## config.mk

```make
export PLATFORM = sky130hd
export DESIGN_NAME = sound_comm
export DESIGN_NICKNAME = d
export VERILOG_FILES = /design/src/rtl/sound_comm.sv
export SDC_FILE = /design/constraint.sdc
export NUM_CORES = 1
export LEC_CHECK = 0
export BUFFER_PORTS_ARGS = -buffer_cell sky130_fd_sc_hd__buf_4
export CORE_ASPECT_RATIO = 1.4
export CORE_MARGIN = 2
export CORE_UTILIZATION = 28
export DETAILED_ROUTE_END_ITERATION = 7
export HOLD_SLACK_MARGIN = 0.06
export PLACE_DENSITY = 0.43
export RECOVER_POWER = 25
export SYNTH_ARGS = -nofsm -noshare
export SYNTH_HDL_FRONTEND = slang
export SYNTH_SLANG_ARGS = --single-unit
```

## constraint.sdc

```tcl
create_clock -name clk_main -period 3.18 [get_ports clk_main]
set_input_delay 0.636 -clock clk_main [delete_from_list [all_inputs] [get_ports clk_main]]
set_output_delay 0.636 -clock clk_main [all_outputs]
set_load 0.1 [all_outputs]
```

## src/rtl/sound_comm.sv

```systemverilog
// 68k -> Z80 sound-command mailbox: latched sound code with full/overrun flags,
// an edge-triggered Z80 interrupt request, and two fractional clock enables.
module sound_comm #(
    parameter logic [15:0] CE_SND_INC   = 16'd9775,
    parameter logic [15:0] CE_VOICE_INC = 16'd1748
) (
    input  logic       clk_main,
    input  logic       reset,
    input  logic       SNDDT,
    input  logic       SNDON,
    input  logic [7:0] cpu_din,
    input  logic       nLATCH_RD,
    input  logic       nM1,
    input  logic       nIORQ,
    output logic [7:0] sound_code,
    output logic       z80_nINT,
    output logic       latch_full,
    output logic       overrun,
    output logic       ce_snd,
    output logic       ce_voice,
    output logic       irq_state
);

    typedef enum logic {
        IRQ_IDLE = 1'b0,
        IRQ_PEND = 1'b1
    } irq_state_t;

    irq_state_t  r_irq_state;
    logic        r_snddt, r_snddt_q;
    logic        r_sndon, r_sndon_q;
    logic        r_nlatch_rd, r_nlatch_rd_q;
    logic        r_nm1, r_niorq;
    logic [1:0]  r_arm;
    logic [7:0]  r_sound_code;
    logic        r_latch_full, r_overrun, r_nint;
    logic [15:0] r_acc_snd, r_acc_voice;
    logic        r_ce_snd, r_ce_voice;

    logic        w_wr, w_rd, w_rise, w_ack;
    logic [16:0] w_sum_snd, w_sum_voice;

    // Strobe synchronisers. r_arm masks the first compare after reset release,
    // where the preset history would otherwise fake an edge from held inputs.
    always_ff @(posedge clk_main) begin
        if (reset) begin
            r_snddt       <= 1'b1;
            r_snddt_q     <= 1'b1;
            r_sndon       <= 1'b0;
            r_sndon_q     <= 1'b0;
            r_nlatch_rd   <= 1'b1;
            r_nlatch_rd_q <= 1'b1;
            r_nm1         <= 1'b1;
            r_niorq       <= 1'b1;
            r_arm         <= 2'b00;
        end else begin
            r_snddt       <= SNDDT;
            r_snddt_q     <= r_snddt;
            r_sndon       <= SNDON;
            r_sndon_q     <= r_sndon;
            r_nlatch_rd   <= nLATCH_RD;
            r_nlatch_rd_q <= r_nlatch_rd;
            r_nm1         <= nM1;
            r_niorq       <= nIORQ;
            r_arm         <= {r_arm[0], 1'b1};
        end
    end

    assign w_wr   = r_arm[1] & r_snddt_q & ~r_snddt;
    assign w_rd   = r_arm[1] & r_nlatch_rd_q & ~r_nlatch_rd;
    assign w_rise = r_arm[1] & ~r_sndon_q & r_sndon;
    assign w_ack  = ~r_nm1 & ~r_niorq;

    // A write coinciding with a read counts as a fresh, unread code.
    always_ff @(posedge clk_main) begin
        if (reset) begin
            r_sound_code <= 8'h00;
            r_latch_full <= 1'b0;
            r_overrun    <= 1'b0;
        end else if (w_wr) begin
            r_sound_code <= cpu_din;
            r_latch_full <= 1'b1;
            if (r_latch_full && !w_rd) begin
                r_overrun <= 1'b1;
            end
        end else if (w_rd) begin
            r_latch_full <= 1'b0;
        end
    end

    always_ff @(posedge clk_main) begin
        if (reset) begin
            r_irq_state <= IRQ_IDLE;
            r_nint      <= 1'b1;
        end else begin
            case (r_irq_state)
                IRQ_IDLE: begin
                    if (w_rise) begin
                        r_irq_state <= IRQ_PEND;
                        r_nint      <= 1'b0;
                    end
                end
                IRQ_PEND: begin
                    if (w_ack && !w_rise) begin
                        r_irq_state <= IRQ_IDLE;
                        r_nint      <= 1'b1;
                    end
                end
                default: begin
                    r_irq_state <= IRQ_IDLE;
                    r_nint      <= 1'b1;
                end
            endcase
        end
    end

    // Fractional dividers: the accumulator carry is the enable pulse.
    assign w_sum_snd   = {1'b0, r_acc_snd} + {1'b0, CE_SND_INC};
    assign w_sum_voice = {1'b0, r_acc_voice} + {1'b0, CE_VOICE_INC};

    always_ff @(posedge clk_main) begin
        if (reset) begin
            r_acc_snd   <= 16'h0000;
            r_acc_voice <= 16'h0000;
            r_ce_snd    <= 1'b0;
            r_ce_voice  <= 1'b0;
        end else begin
            r_acc_snd   <= w_sum_snd[15:0];
            r_acc_voice <= w_sum_voice[15:0];
            r_ce_snd    <= w_sum_snd[16];
            r_ce_voice  <= w_sum_voice[16];
        end
    end

    assign sound_code = r_sound_code;
    assign latch_full = r_latch_full;
    assign overrun    = r_overrun;
    assign z80_nINT   = r_nint;
    assign ce_snd     = r_ce_snd;
    assign ce_voice   = r_ce_voice;
    assign irq_state  = r_irq_state;

endmodule

```

==> flow_summary.json, run 1 <==
{
  "run_status": "finished clean",
  "netSwitchingFraction": 0.284,
  "yosys_register_bits": 54,
  "clock_pin_slew_of_the_registers_on_the_worst_case_setup_and_hold_paths_ps": 100,
  "number_of_enable_type_register_cells_in_the_synthesized_netlist": 0,
  "p_clk_frac": 0.301,
  "critical-path-max-stage-delay_ps": 680,
  "number_of_antenna_violations_at_the_first_check_in_global_routing": 0,
  "irDropWorstVdd_mv": 0.256,
  "post-dp-hpwl_mm": 2.62,
  "critical_path.max_fanout": 6,
  "htreeDepth": 2,
  "grt_setup_unrepaired": "false",
  "worstPathRequired_ps": 3370,
  "sort_of_element_at_the_end_of_the_critical_path": "flop",
  "worst_skew_pair.late_latency_ps": 300,
  "timing.hold.worst.class": "reg2reg",
  "cp.arrival_ps": 2350,
  "setup_slack_ps": 1020,
  "regToRegStartpoint": "r_acc_snd[0]$_SDFF_PP0_",
  "number_of_different_library_cells_in_the_post_synthesis_netlist": 40,
  "syn_avg_cell_area_sq_um": 9.44,
  "power_per_cell_area_mw_per_mm2": 646,
  "timing_hold_violations_final": 0,
  "synth.net_count": 236,
  "final_replace_weighted_congestion": 0.695,
  "drv.max_cap_violation_count": 0,
  "worstPathCellList": "inv_1 > ha_1 > or4b_2 > nand4_1 > nor3b_1 > mux2_2",
  "root_buffer": "clkbuf_8",
  "antenna_left": 0,
  "fp.dieArea_sq_mm": 0.00810,
  "maxSlewViolCount": 0,
  "layout_worst_path_cycle_share": 0.678,
  "setup_viol": 0,
  "critPathLaunchType": "flop",
  "worst-slew-pin-transition_ps": 607,
  "dpl_worst_slack_ps": 1030,
  "total_leakage_power_nw": 1.06,
  "detail_route.iter0.violations": 56,
  "ctsHoldBuffers": 0,
  "power.internal_w": 0.00115,
  "grt_pass1_vias": 1449,
  "cts_post_setup_buffers_inserted": 0,
  "min-delay-start": "r_snddt$_SDFF_PP1_",
  "synthesis.yosys.warnings": 0,
  "numPortBuffers": 28,
  "tritoncts_buffer_count": 5,
  "clock-sinks": 54,
  "rr_endpoint": "r_acc_snd[14]$_SDFF_PP0_",
  "placementRows": 37,
  "maxSlewHeadroom": 0.594,
  "period_needed_ps": 2160,
  "post_cts.resized_instances": 0,
  "n_antenna_cell": 0,
  "number_of_iterations_in_the_first_detailed_routing_pass": 4,
  "grt_first_pass_wirelength_mm": 6.51,
  "worst-r2r-cell-count": 6,
  "ioPinCount": 29,
  "grt_max_degree": 54,
  "synth_seq_area_share": 0.523,
  "share_comb_of_total_power": 0.178,
  "worstSetupStartpoint": "r_acc_snd[0]$_SDFF_PP0_",
  "asyncSetResetFlopFracSynth": 0,
  "ff2ff_setup_slack_ps": 1020,
  "drt-total-wl_mm": 3.81,
  "drive_gt1_frac": 0.191,
  "layout.nets": 262,
  "mappedNetlistArea_sq_mm": 0.00207,
  "hold_end": "r_snddt_q$_SDFF_PP1_",
  "timing_worst_setup_path_type": "reg2reg",
  "post_drt_wl_per_cell_um": 11.1,
  "cts_tree": "built",
  "syn_inst": 219,
  "min_delay_path_depth": 1,
  "total_switching_power_w": 0.000457,
  "post_drt_via_cell_ratio": 4.55,
  "groute.usage.overall": 0.0997,
  "fin_total_pwr_w": 0.00161,
  "gr-total-overflow": 0,
  "fmax_mhz": 464,
  "synthToLayoutAreaGrowth_pct": 20.3,
  "floorplan.die.width_um": 76.6,
  "timing.clock.skew_ps": 8.96,
  "critical_path.slowest_cell": "or4b_2",
  "via_count": 1561,
  "initial_core_util": 0.284,
  "tns_ps": 0,
  "floorplan.core_area_sq_mm": 0.00727,
  "cts.path.max_buffers": 2,
  "power.sequential.fraction": 0.520,
  "fin_hold_ws_ps": 439,
  "die_height_um": 106,
  "dominantRegCellSynth": "dfxtp_1",
  "count_of_unresolved_drc_violations_after_routing": 0
}
## cells in the mapped netlist (2+ instances only)
| cell type | instances | area (sq um) |
|---|---|---|
| a31oi_1 | 4 | 25.0 |
| nor2b_1 | 6 | 37.5 |
| inv_1 | 5 | 18.8 |
| o21ai_0 | 11 | 55.1 |
| or2_2 | 7 | 43.8 |
| xor2_1 | 4 | 35.0 |
| ha_1 | 2 | 25.0 |
| nand3b_1 | 2 | 15.0 |
| nand4_1 | 2 | 12.5 |
| a21oi_1 | 11 | 55.1 |
| mux2_2 | 2 | 22.5 |
| dfxtp_1 | 54 | 1080 |
| nor2_1 | 36 | 135 |
| nand3_1 | 4 | 20.0 |
| o31ai_1 | 2 | 15.0 |
| mux2i_1 | 8 | 80.1 |
| nand2_1 | 7 | 26.3 |
| clkbuf_1 | 8 | 30.0 |
| or3_1 | 2 | 12.5 |
| and3_1 | 5 | 31.3 |
| xnor2_1 | 11 | 96.3 |
| o21a_1 | 2 | 15.0 |
| nor3_1 | 6 | 30.0 |
| nor3b_1 | 2 | 15.0 |
## cells by family (layout without fill, tap and decap cells)
group,count (synthesis),in the layout,synth area share
multiplexers,10,10,0.0496
AND/OR/NAND/NOR,86,86,0.211
XOR/XNOR,15,15,0.0636
AO/OA/AOI/OAI,38,38,0.115
flip-flops,54,54,0.523
buffers and inverters,14,41,0.0254
adder cells (fa/ha/maj),2,2,0.0121
## cell type report
type | instances | area (sq um)
Timing Repair Buffer | 28 | 210
Fill cell | 767 | 4780
Sequential cell | 54 | 1080
Clock inverter | 2 | 38.8
Tap cell | 97 | 121
Inverter | 5 | 18.8
Multi-Input combinational cell | 151 | 933
Clock buffer | 6 | 82.6
## state kept, by name (all words and copies together), names as in the netlist, 2 cells and up
name and flops:
r_acc_snd 16, r_acc_voice 14, r_arm 2, sound_code 8
## critical path: cells and delay by family (launching register included)
kind	cells	cell delay, ps
buffers and inverters	1	60
adders and majority gates	1	180
muxes	1	370
DFF	1	340
and+or+nand+nor	3	1090
## power groups by stage
stage	Combinational [W]	Sequential (W)	Clock [W]
floorplan	0.000216	0.000856	0
global placement	0.000289	0.000853	0
detailed placement	0.000291	0.000854	0
CTS	0.000293	0.000838	0.000513
global route	0.000326	0.000850	0.000538
finish	0.000287	0.000836	0.000484
## worst max-delay path by stage
stage                                           to  slack [ps]  cells past startpoint
after floorplan           r_acc_snd[14]$_SDFF_PP0_        1120                      7
final                     r_acc_snd[14]$_SDFF_PP0_        1020                      6
after CTS                 r_acc_snd[14]$_SDFF_PP0_        1010                      6
after global routing      r_acc_snd[14]$_SDFF_PP0_         850                      6
after detailed placement  r_acc_snd[14]$_SDFF_PP0_        1030                      6
after global placement    r_acc_snd[14]$_SDFF_PP0_        1060                      6
## stage by stage
stage                     std cells  instance area [sq um]   util
after floorplan                 219                   2070      -
after global placement          335                   2360  0.325
after detailed placement        335                   2360  0.325
after CTS                       343                   2490  0.342
after global routing            343                   2490  0.342
final                           343                   2490  0.342
## per-layer routing
layer / vias to the layer above / global-route usage / part of all wire
li1: 800 / - / -
met4: 0 / 0.0429 / 0.018
met1: 736 / 0.110 / 0.44
met3: 5 / 0.0291 / 0.028
met2: 20 / 0.177 / 0.51
met5: - / 0 / 0
## cells in the final DEF (no fill, tap or decap), types with 2 or more instances in the layout
cell / netlist / routed
nor3b_1: 2 / 2
xnor2_1: 11 / 11
mux2_2: 2 / 2
and3_1: 5 / 5
nor3_1: 6 / 6
a31oi_1: 4 / 4
or2_2: 7 / 7
a21oi_1: 11 / 11
xor2_1: 4 / 4
nand2_1: 7 / 7
mux2i_1: 8 / 8
or3_1: 2 / 2
buf_4: 0 / 28
inv_1: 5 / 5
nand4_1: 2 / 2
nor2_1: 36 / 36
ha_1: 2 / 2
o21a_1: 2 / 2
o31ai_1: 2 / 2
o21ai_0: 11 / 11
nor2b_1: 6 / 6
dfxtp_1: 54 / 54
clkbuf_8: 0 / 6
nand3b_1: 2 / 2
nand3_1: 4 / 4
Power figures use the tool's default switching activity.
==> run 2, diff against run 1 <==
ABC_AREA = 1   (was default)
PLACE_DENSITY = 0.44   (was 0.43)
clock period = 1.9 ns   (was 3.18 ns; I/O delays follow)
==> flow_summary.json, run 2 <==
{
  "setup_viol": 0,
  "detail_route.iter0.violations": 67,
  "post_drt_wl_per_cell_um": 10.2,
  "placed_area_sq_mm": 0.00260,
  "syn_avg_cell_area_sq_um": 7.10,
  "synth.net_count": 337,
  "maxSlewHeadroom": 0.350,
  "number_of_iterations_in_the_first_detailed_routing_pass": 4,
  "syn_inst": 320,
  "grt_util_met2": 0.208,
  "timing.clock.skew_ps": 5.49,
  "initial_core_util": 0.292,
  "gr-total-overflow": 0,
  "n_antenna_cell": 0,
  "drv.max_cap_violation_count": 0,
  "grt_first_pass_wirelength_mm": 8.11,
  "drive_gt1_frac": 0.161,
  "sort_of_element_at_the_end_of_the_critical_path": "flop",
  "synth.cells.most_frequent": "70 x nand2_1, 61 x nor2_1, 54 x dfxtp_1",
  "ff_latch_area_sq_mm": 0.00108,
  "cp.arrival_ps": 1710,
  "post-synth-top-count-cell": "nand2_1",
  "worst-slew-pin-transition_ps": 975,
  "run_status": "finished clean",
  "power_per_cell_area_mw_per_mm2": 982,
  "numPortBuffers": 28,
  "synth_area_leaders": "dfxtp_1 48%, nand2_1 12%, nor2_1 10%",
  "area_occupied_by_multi_input_gates_sq_um": 1000,
  "die_height_um": 111,
  "post_drt_via_cell_ratio": 4.29,
  "share_comb_of_total_power": 0.162,
  "tns_ps": 0,
  "worstPathRequired_ps": 2140,
  "total_switching_power_w": 0.000735,
  "groute.usage.overall": 0.111,
  "tritoncts_buffer_count": 5,
  "critical_path.max_fanout": 18,
  "critPathLaunchType": "input port",
  "fmax_mhz": 677,
  "cts.path.max_buffers": 2,
  "final_core_util": 0.350,
  "power.internal_w": 0.00194,
  "asyncSetResetFlopFracSynth": 0,
  "layout.nets": 369,
  "mappedNetlistArea_sq_mm": 0.00227,
  "via_count": 1943,
  "synthToLayoutAreaGrowth_pct": 20.0,
  "floorplan.die.width_um": 80.2,
  "groute.layer.met3.usage": 0.0221,
  "dominantRegCellSynth": "dfxtp_1",
  "post-dp-hpwl_mm": 3.47,
  "placementRows": 38,
  "timing.hold.worst.class": "in2reg",
  "netlist.area_leader.share": 0.476,
  "timing_worst_setup_path_type": "in2reg",
  "cts_post_setup_buffers_inserted": 0,
  "ioPinCount": 29,
  "number_of_enable_type_register_cells_in_the_synthesized_netlist": 0,
  "yosys_register_bits": 54,
  "grt_setup_unrepaired": "false",
  "number_of_antenna_violations_at_the_first_check_in_global_routing": 0,
  "drt-total-wl_mm": 4.61,
  "maxSlewViolCount": 0,
  "floorplan.core_area_sq_mm": 0.00780,
  "nFillCells": 849,
  "number_of_flip_flops_in_the_largest_register": 16,
  "clock-sinks": 54,
  "ctsHoldBuffers": 0,
  "irDropWorstVdd_mv": 0.520,
  "mostFrequentLayoutCells": "70 x nand2_1, 61 x nor2_1, 54 x dfxtp_1, 37 x inv_1, 28 x buf_4",
  "number_of_different_library_cells_in_the_post_synthesis_netlist": 25,
  "yosys.area.top_type": "dfxtp_1",
  "synthesis.yosys.warnings": 0,
  "mostFrequentLayoutCell": "nand2_1",
  "clock_pin_slew_of_the_registers_on_the_worst_case_setup_and_hold_paths_ps": 100,
  "count_of_unresolved_drc_violations_after_routing": 0,
  "final_replace_weighted_congestion": 0.783,
  "timing_hold_violations_final": 0,
  "netSwitchingFraction": 0.274,
  "total_leakage_power_nw": 1.26,
  "worst_skew_pair.late_latency_ps": 300,
  "design_area_sq_mm": 0.00273,
  "fp.dieArea_sq_mm": 0.00887,
  "grt.met1_usage": 0.124,
  "post_cts.resized_instances": 0,
  "p_clk_frac": 0.348,
  "cts_tree": "built",
  "antenna_left": 0,
  "grt_max_degree": 23,
  "most_heavily_used_metal_layer_in_global_routing": "met2",
  "power.sequential.fraction": 0.490,
  "layout_worst_path_cycle_share": 0.777,
  "register_with_the_highest_flop_count": "r_acc_snd",
  "synth_seq_area_share": 0.476,
  "htreeDepth": 2,
  "grt_pass1_vias": 1905,
  "period_needed_ps": 1480,
  "root_buffer": "clkbuf_8"
}
## run 2: changes by cell type after synthesis, sizes merged, moves of 4 or more
cell   delta
xnor2    -11
nand3    +14
nor2     +28
o21ai     +8
nor3      -6
nand2    +69
inv      +37
a21oi    +15
nor2b     -6
and3      -5
a31oi     -4
mux2i     -8
xor2      -4
## run 2: area by class of cell
cell class                 count  share of cell area
inverter                      42              0.0578
multi-input combinational    218               0.367
sequential                    54               0.396
clock inverter                 2              0.0220
clock buffer                   6              0.0303
timing repair buffer          31              0.0812
tap                          100              0.0459
## run 2: power by group through the flow
stage / clock, W / combinational, W / sequential [W]
detailed placement: 0 / 0.000443 / 0.00134
finish: 0.000933 / 0.000433 / 0.00131
global route: 0.00102 / 0.000503 / 0.00133
CTS: 0.000978 / 0.000444 / 0.00132
floorplan: 0 / 0.000289 / 0.00138
global placement: 0 / 0.000439 / 0.00134
## run 2: per-stage QoR
step / setup slack (ps) / hold WS, ps / power, W / instances
after global placement: 555 / 391 / 0.00178 / 445
after detailed placement: 534 / 399 / 0.00178 / 445
after global routing: 246 / 239 / 0.00285 / 453
after CTS: 522 / 242 / 0.00274 / 453
final: 423 / 258 / 0.00268 / 453
after floorplan: 485 / 388 / 0.00167 / 320
## run 2: per-layer routing
metal / vias to the layer above / part of all wire
li1: 1056 / -
met1: 860 / 0.43
met4: 0 / 0.0078
met3: 2 / 0.025
met5: - / 0
met2: 25 / 0.53
## run 2: worst paths after layout
check                                             start                  endpoint  slack, ps  depth (start not counted)
worst max-delay path                              reset   r_acc_snd[7]$_SDFF_PP0_        420                          5
worst min-delay path                                nM1          r_nm1$_SDFF_PP1_        260                          2
worst min register to register  r_acc_snd[0]$_SDFF_PP0_   r_acc_snd[0]$_SDFF_PP0_        420                          1
worst max register to register  r_acc_snd[0]$_SDFF_PP0_  r_acc_snd[10]$_SDFF_PP0_        530                          9
## run 2: logic make-up after synthesis
group                      after synthesis  synth area share
AOI/OAI and AO/OA                       51             0.119
adders and majority gates                2            0.0110
buffers and inverters                   48            0.0847
DFF                                     54             0.476
and+or+nand+nor                        165             0.310
## run 2: critical path, stage by stage
cell      delay (ps)
clkbuf_1          90
inv_1            220
clkbuf_1         660
o21ai_0          200
a21oi_1          160
==> run 3, diff against run 2 <==
clock period = 1.2 ns   (was 1.9 ns; I/O delays follow)
==> flow_summary.json, run 3 (synthesized netlist as in run 2, its figures left out) <==
{
  "final_replace_weighted_congestion": 0.774,
  "cts_tree": "built",
  "maxSlewHeadroom": 0.728,
  "critical_path.slowest_cell": "dfxtp_2",
  "number_of_iterations_in_the_first_detailed_routing_pass": 4,
  "clock_pin_slew_of_the_registers_on_the_worst_case_setup_and_hold_paths_ps": 100,
  "cts.path.max_buffers": 2,
  "placed_area_sq_mm": 0.00272,
  "numPortBuffers": 28,
  "post_drt_via_cell_ratio": 4.28,
  "ctsHoldBuffers": 0,
  "synthToLayoutAreaGrowth_pct": 37.0,
  "sort_of_element_at_the_end_of_the_critical_path": "flop",
  "grt_first_pass_wirelength_mm": 8.53,
  "total_leakage_power_nw": 1.40,
  "worstPathCellList": "buf_4 > nand2_1 > nand2_2 > buf_4 > nand3_1 > nand3b_1 > a21boi_1",
  "post_drt_wl_per_cell_um": 10.7,
  "initial_core_util": 0.292,
  "timing.clock.skew_ps": 7.04,
  "number_of_antenna_violations_at_the_first_check_in_global_routing": 0,
  "floorplan.die.width_um": 80.2,
  "tritoncts_buffer_count": 5,
  "cpMostUsedCell": "buf_4",
  "grt_setup_unrepaired": "true",
  "cp.arrival_ps": 1370,
  "drv.max_cap_violation_count": 0,
  "timing_hold_violations_final": 0,
  "placementRows": 38,
  "layout_worst_path_cycle_share": 0.980,
  "irDropWorstVdd_mv": 0.677,
  "grt_pass1_vias": 1916,
  "clock-sinks": 54,
  "layout.nets": 387,
  "register_with_the_highest_flop_count": "r_acc_snd",
  "dpl_worst_slack_ps": -116,
  "worst-slew-pin-transition_ps": 408,
  "post-dp-hpwl_mm": 3.60,
  "drt-total-wl_mm": 5.03,
  "number_of_flip_flops_in_the_largest_register": 16,
  "worst_skew_pair.late_latency_ps": 300,
  "nFillCells": 860,
  "die_height_um": 111,
  "cpLargestDelayFamily": "flip-flops",
  "setup_slack_ps": 24.4,
  "mostFrequentLayoutCell": "nand2_1",
  "min_delay_path_depth": 2,
  "n_antenna_cell": 0,
  "count_of_unresolved_drc_violations_after_routing": 0,
  "maxSlewViolCount": 0,
  "grt_max_degree": 33,
  "timing_worst_setup_path_type": "reg2reg",
  "ioPinCount": 29,
  "antenna_left": 0,
  "path_depth": 7,
  "worstPathRequired_ps": 1400,
  "via_count": 2016,
  "critical-path-max-stage-delay_ps": 350,
  "root_buffer": "clkbuf_8",
  "ff_latch_area_sq_mm": 0.00112,
  "power_per_cell_area_mw_per_mm2": 1380,
  "htreeDepth": 2,
  "final_core_util": 0.399,
  "detail_route.iter0.violations": 56,
  "fmax_mhz": 851,
  "design_area_sq_mm": 0.00311,
  "critPathBufInv": 2,
  "groute.usage.overall": 0.119,
  "run_status": "finished clean",
  "fp.dieArea_sq_mm": 0.00887,
  "mostFrequentLayoutCells": "59 x nand2_1, 53 x nor2_1, 35 x buf_4, 32 x inv_1",
  "area_occupied_by_multi_input_gates_sq_mm": 0.00117,
  "worst-r2r-cell-count": 7,
  "timing.hold.worst.class": "in2reg",
  "critical_path.max_fanout": 4,
  "period_needed_ps": 1180,
  "critPathLaunchType": "flop",
  "gr-total-overflow": 0,
  "floorplan.core_area_sq_mm": 0.00780,
  "setup_viol": 0,
  "drive_gt1_frac": 0.388
}
[run 3: changes by cell type in the layout (fill, tap and decap cells not counted), sizes merged]
cell and change:
bufinv -1, clkinv +1, inv +1, buf +20, clkbuf -3
[run 3: timing repair]
item                       4_1_cts  5_1_grt
setup endpoints to repair       14       39
resized for setup               22       58
buffers inserted                 0        6
gates cloned                     0        0
pin swaps                        5       15
[run 3: final cells by class]
| type | count | share of cell area |
|---|---|---|
| timing repair buffer | 49 | 0.135 |
| sequential | 54 | 0.360 |
| multi-input combinational | 218 | 0.376 |
| tap | 100 | 0.0402 |
| clock buffer | 5 | 0.0221 |
| inverter | 42 | 0.0522 |
| clock inverter | 3 | 0.0141 |
[run 3: metal layers]
| metal | up-vias | GRT usage | wire length, um |
|---|---|---|---|
| li1 | 1091 | - | - |
| met1 | 908 | 0.144 | 2230 |
| met3 | 2 | 0.0237 | 92 |
| met2 | 15 | 0.208 | 2670 |
| met4 | 0 | 0.0373 | 38 |
| met5 | - | 0 | 0 |
[run 3: report_power, final]
group	leakage, nW	switching, W	internal, W
logic	0.887	0.000552	0.000397
clock network	0.0585	0.000616	0.000627
registers	0.455	0.000145	0.00197
total	1.40	0.00131	0.00299
[run 3: metrics by stage]
stage	std cells	setup TNS [ps]	hold slack, ps	power (W)
final	471	0	117	0.00430
after global placement	457	-224	390	0.00290
after global routing	471	-331	103	0.00457
after detailed placement	457	-507	394	0.00291
after CTS	465	-0.0351	104	0.00423
after floorplan	320	0	344	0.00265
[run 3: path summary, 6_finish.rpt]
path | startpoint | to | slack, ps
max reg2reg | r_acc_voice[2]$_SDFF_PP0_ | r_acc_voice[13]$_SDFF_PP0_ | 20
min reg2reg | r_arm[0]$_DFF_P_ | r_arm[1]$_SDFF_PP0_ | 400
min | nIORQ | r_niorq$_SDFF_PP1_ | 120
max | r_acc_voice[2]$_SDFF_PP0_ | r_acc_voice[13]$_SDFF_PP0_ | 20
